**src/rtl/nioshello_mem_tester.sv**
```systemverilog
// nioshello_mem_tester: Avalon-MM self-test master that writes seed+i over a RAM
// region, reads it back through a latency-matched compare pipeline and counts mismatches.
module nioshello_mem_tester #(
    parameter int ADDR_W       = 13,
    parameter int DATA_W       = 32,
    parameter int READ_LATENCY = 1
) (
    input  logic                clk,
    input  logic                reset_n,
    input  logic                start,
    input  logic [ADDR_W-1:0]   base_addr,
    input  logic [ADDR_W:0]     word_count,
    input  logic [DATA_W-1:0]   seed,
    output logic                busy,
    output logic                done,
    output logic                error,
    output logic [ADDR_W:0]     err_count,
    output logic [ADDR_W-1:0]   first_err_addr,
    output logic [ADDR_W-1:0]   m_address,
    output logic [DATA_W/8-1:0] m_byteenable,
    output logic                m_chipselect,
    output logic                m_write,
    output logic [DATA_W-1:0]   m_writedata,
    output logic                m_clken,
    input  logic [DATA_W-1:0]   m_readdata
);
    typedef enum logic [2:0] {IDLE, WRITE, READ, DRAIN, DONE} state_t;
    localparam logic [2:0]    LAST    = 3'(READ_LATENCY - 1);
    localparam logic [ADDR_W:0] CNT_MAX = '1;
    state_t              state_q;
    logic [ADDR_W:0]     idx_q, n_q, cnt_q;
    logic [ADDR_W-1:0]   base_q, addr_q, ferr_q;
    logic [DATA_W-1:0]   seed_q, pat_q, wdata_q;
    logic                cs_q, wr_q, busy_q, done_q, err_q, clken_q;
    logic [2:0]          drain_q;
    logic                pv_q [READ_LATENCY];
    logic [DATA_W-1:0]   pd_q [READ_LATENCY];
    logic [ADDR_W-1:0]   pa_q [READ_LATENCY];
    logic                last_i, mis;
    assign last_i = idx_q == n_q - 1'b1;
    // The oldest pipeline stage lines up with the slave's readdata for that read
    assign mis = pv_q[READ_LATENCY-1] && (m_readdata != pd_q[READ_LATENCY-1]);
    always_ff @(posedge clk or negedge reset_n) begin
        if (!reset_n) begin
            state_q <= IDLE;
            idx_q   <= '0;
            n_q     <= '0;
            cnt_q   <= '0;
            base_q  <= '0;
            addr_q  <= '0;
            ferr_q  <= '0;
            seed_q  <= '0;
            pat_q   <= '0;
            wdata_q <= '0;
            cs_q    <= 1'b0;
            wr_q    <= 1'b0;
            busy_q  <= 1'b0;
            done_q  <= 1'b0;
            err_q   <= 1'b0;
            clken_q <= 1'b0;
            drain_q <= '0;
            for (int k = 0; k < READ_LATENCY; k++) begin
                pv_q[k] <= 1'b0;
                pd_q[k] <= '0;
                pa_q[k] <= '0;
            end
        end else begin
            clken_q <= 1'b1;
            done_q  <= 1'b0;
            pv_q[0] <= state_q == READ;
            pd_q[0] <= pat_q;
            pa_q[0] <= addr_q;
            for (int k = 1; k < READ_LATENCY; k++) begin
                pv_q[k] <= pv_q[k-1];
                pd_q[k] <= pd_q[k-1];
                pa_q[k] <= pa_q[k-1];
            end
            if (mis) begin
                err_q <= 1'b1;
                if (cnt_q != CNT_MAX) cnt_q <= cnt_q + 1'b1;
                if (cnt_q == '0) ferr_q <= pa_q[READ_LATENCY-1];
            end
            case (state_q)
                IDLE: if (start) begin
                    err_q  <= 1'b0;
                    cnt_q  <= '0;
                    ferr_q <= '0;
                    base_q <= base_addr;
                    n_q    <= word_count;
                    seed_q <= seed;
                    idx_q  <= '0;
                    if (word_count == '0) begin
                        state_q <= DONE;
                        done_q  <= 1'b1;
                    end else begin
                        state_q <= WRITE;
                        busy_q  <= 1'b1;
                        cs_q    <= 1'b1;
                        wr_q    <= 1'b1;
                        addr_q  <= base_addr;
                        pat_q   <= seed;
                        wdata_q <= seed;
                    end
                end
                WRITE: begin
                    idx_q   <= last_i ? '0 : idx_q + 1'b1;
                    addr_q  <= last_i ? base_q : addr_q + 1'b1;
                    pat_q   <= last_i ? seed_q : pat_q + 1'b1;
                    wdata_q <= last_i ? '0 : pat_q + 1'b1;
                    if (last_i) begin
                        wr_q    <= 1'b0;
                        state_q <= READ;
                    end
                end
                READ: begin
                    idx_q  <= idx_q + 1'b1;
                    addr_q <= addr_q + 1'b1;
                    pat_q  <= pat_q + 1'b1;
                    if (last_i) begin
                        state_q <= DRAIN;
                        cs_q    <= 1'b0;
                        addr_q  <= '0;
                        drain_q <= '0;
                    end
                end
                DRAIN: begin
                    drain_q <= drain_q + 1'b1;
                    if (drain_q == LAST) begin
                        state_q <= DONE;
                        busy_q  <= 1'b0;
                        done_q  <= 1'b1;
                    end
                end
                DONE:    state_q <= IDLE;
                default: state_q <= IDLE;
            endcase
        end
    end
    assign busy           = busy_q;
    assign done           = done_q;
    assign error          = err_q;
    assign err_count      = cnt_q;
    assign first_err_addr = ferr_q;
    assign m_address      = addr_q;
    assign m_byteenable   = '1;
    assign m_chipselect   = cs_q;
    assign m_write        = wr_q;
    assign m_writedata    = wdata_q;
    assign m_clken        = clken_q;
endmodule
```
**config.mk**
```make
export PLATFORM = sky130hd
export DESIGN_NAME = nioshello_mem_tester
export DESIGN_NICKNAME = d
export VERILOG_FILES = /design/src/rtl/nioshello_mem_tester.sv
export SDC_FILE = /design/constraint.sdc
export NUM_CORES = 1
export LEC_CHECK = 0
export CELL_PAD_IN_SITES_DETAIL_PLACEMENT = 1
export CELL_PAD_IN_SITES_GLOBAL_PLACEMENT = 2
export CORE_UTILIZATION = 35
export CTS_BUF_LIST = sky130_fd_sc_hd__clkbuf_4 sky130_fd_sc_hd__clkbuf_8
export DETAILED_ROUTE_END_ITERATION = 8
export PLACE_DENSITY_LB_ADDON = 0.15
export SLEW_MARGIN = 0
export SYNTH_ARGS = -nofsm -noshare
export SYNTH_HDL_FRONTEND = slang
export SYNTH_SLANG_ARGS = --single-unit
```
**constraint.sdc**
```tcl
create_clock -name clk -period 3.3 [get_ports clk]
set_input_delay 0.66 -clock clk [delete_from_list [all_inputs] [get_ports clk]]
set_output_delay 0.66 -clock clk [all_outputs]
set_load 0.02 [all_outputs]
```
==> flow_summary.json <==
{
  "fp.dieH_um": 185,
  "peakVddDrop_v": 0.000357,
  "worstPathArrival_ps": 3550,
  "cp_cell_sequence": "inv_1, ha_4, or3b_4, o41ai_4, a21oi_2, o32ai_4, nor3_4, buf_4, buf_4, a311o_1",
  "dp_hpwl_um": 27100,
  "drt-wirelength-per-cell_um": 20.5,
  "power_uw": 12500,
  "gp_congestion": 0.814,
  "cap_violations": 0,
  "dieArea_um2": 34300,
  "fin_util_pct": 46.8,
  "fin_crit_sh_pct": 94.1,
  "maxSlewHeadroom_pct": 58.5,
  "hold_viol": 0,
  "die_w_um": 185,
  "setup_tns_ps": 0,
  "rows": 66,
  "cts_sinks": 235,
  "tritoncts": "built",
  "start_kind": "register",
  "synth_enable_flop_cells": 0,
  "grt_max_degree": 96,
  "reg2reg_depth": 10,
  "cts_made_buffers": 44,
  "design_area_um2": 15300,
  "grt_setup_unrepaired": "false",
  "drc": 0,
  "mostFrequentLayoutCell": "dfrtp_1",
  "placed_area_um2": 14300,
  "first_pass_iters": 5,
  "synthSimpleGateAreaFrac_pct": 20.1,
  "antenna_found_initial": 0,
  "viasPerCell": 5.26,
  "syn_to_final_growth_pct": 30.6,
  "wl_um": 39000,
  "cts.path.max_buffers": 3,
  "ant_nets": 0,
  "grt_usage_pct": 23.6,
  "avgSynthCellArea_um2": 9.61,
  "slowest_stage": "o32ai_4",
  "antenna-diode-count": 0,
  "final_nets": 1523,
  "htree_num_levels": 2,
  "grt.overflow.total": 0,
  "fmax_ghz": 0.322,
  "critical_path_class": "register to register",
  "synth-seq-cells": 235,
  "synth_ff_type": "dfrtp_1",
  "hold_class": "primary input to asynchronous set/reset pin",
  "initial_core_util_pct": 35.8,
  "cts.clk_slew.worst_paths_ps": 60,
  "ios": 176,
  "cp-end-kind": "register",
  "max_stage_delay_ps": 530,
  "synth_fa_ha_area_share_pct": 0.853,
  "syn_inst": 1222,
  "cts_root_buffer": "clkbuf_8",
  "synth_compound_area_share_pct": 12.2,
  "grt_pass1_wl_um": 61800,
  "drt_iter0_markers": 502,
  "drive_gt1_share_pct": 12.0,
  "synthMuxAreaShare_pct": 5.43,
  "clock_skew_ps": 21.5,
  "ys_seq_area_share_pct": 50.1,
  "netlist_area_um2": 11700,
  "synth_xor_area_share_pct": 7.76,
  "outcome": "complete, no violations",
  "insertion_delay_ps": 570,
  "worst_pin_slew_ps": 619,
  "layout_min_cycle_time_ps": 3110,
  "cts_hold_buf": 0,
  "synth.distinct_cells": 77,
  "leakagePower_uw": 0.00687,
  "pwr_density_cell_nw_per_um2": 815,
  "cp_max_fo": 8,
  "fillers": 3711,
  "layout.cells.most_common_list": "dfrtp_1 (235), nand2_1 (231), clkdlybuf4s50_1 (170), nor2_1 (120), xor2_1 (71)",
  "core-area_um2": 32800,
  "cp_common_cell": "buf_4",
  "hold_ws_ps": 78.2,
  "vias": 9973,
  "async_reset_ff_share_pct": 100,
  "setup_viol_count_final": 0,
  "drv_slew": 0,
  "ys_warn_count": 0,
  "cp.required_ps": 3740,
  "io_buffers": 171,
  "synth_top_family_by_area": "simple AND/OR/NAND/NOR gates",
  "grt_pass1_vias": 10400
}
sequential cells by signal, summed over array words and instances (netlist names), 3 cells and up:
| signal | cells |
|---|---|
| pa_q | 13 |
| m_address | 13 |
| first_err_addr | 13 |
| base_q | 13 |
| err_count | 14 |
| seed_q | 32 |
| pat_q | 32 |
| state_q | 3 |
| n_q | 14 |
| idx_q | 14 |
| pd_q | 32 |
| m_writedata | 32 |
| drain_q | 3 |
area by class of cell:
| class | instances | area, um2 | share of cell area, % |
|---|---|---|---|
| clock inverters | 3 | 18.8 | 0.122 |
| inverters | 18 | 67.6 | 0.441 |
| repair buffers | 229 | 2290 | 14.9 |
| multi-input cells | 893 | 5590 | 36.5 |
| clock buffers | 76 | 933 | 6.09 |
| well taps | 442 | 553 | 3.61 |
| flip-flops and latches | 235 | 5880 | 38.3 |
worst max-delay path: cells and delay by family (launching register included):
family | cells | cell delay [ps]
and+or+nand+nor | 2 | 580
buffers and inverters | 3 | 490
adders and majority gates | 1 | 170
AOI/OAI and AO/OA | 4 | 1330
DFF | 1 | 420
power by group:
part	switching, uW	internal [uW]	leakage (uW)
Combinational	2230	2070	0.00345
Sequential	1160	4010	0.00291
Clock	1270	1770	0.000512
final timing paths:
check | startpoint | endpoint | slack, ps
worst max-delay path | n_q[0] | pat_q[9] | 190
worst min-delay path | reset_n | err_count[0] | 80
worst max register to register | n_q[0] | pat_q[9] | 190
worst min register to register | pat_q[26] | pd_q[26] | 450
max in group asynchronous | reset_n | n_q[13] | 2440
min in group clk | pat_q[26] | pd_q[26] | 450
metrics by stage:
| step | cells | setup WS (ps) |
|---|---|---|
| 2_1_floorplan | 1226 | 456 |
| 3_3_place_gp | 1814 | -32.2 |
| 3_5_place_dp | 1814 | -86.8 |
| 4_1_cts | 1895 | 52.6 |
| 5_1_grt | 1896 | 21.4 |
| 6_report | 1896 | 193 |
timing repair:
item,CTS,global route
buffers inserted,2,1
setup endpoints to repair,16,72
gates resized for setup,5,10
pin swaps,2,3
cells in the mapped netlist, types with 23 or more instances:
master	number	area share, %
nand4_1	24	1.3
mux2i_1	61	5.2
clkbuf_1	53	1.7
dfrtp_1	235	50
xor2_1	71	5.3
nor2_1	122	3.9
o22ai_1	45	2.4
nand3_1	44	1.9
xnor2_1	33	2.5
a21oi_1	23	0.98
nand2_1	231	7.4
o21ai_0	26	1.1
per-layer routing:
metal,up-vias,GRT usage (%),wire length (um)
met5,-,0,0
met4,0,5.32,536
met3,38,3.36,1630
met2,214,37.5,18100
met1,5041,33.8,18700
li1,4680,-,-
kinds of logic after synthesis:
family | Yosys count
AOI/OAI and AO/OA | 198
buffers and inverters | 98
and+or+nand+nor | 515
xor gates and xnor gates | 104
other | 1
DFF | 235
muxes | 63
adders and majority gates | 8
Power figures use the tool's default switching activity.
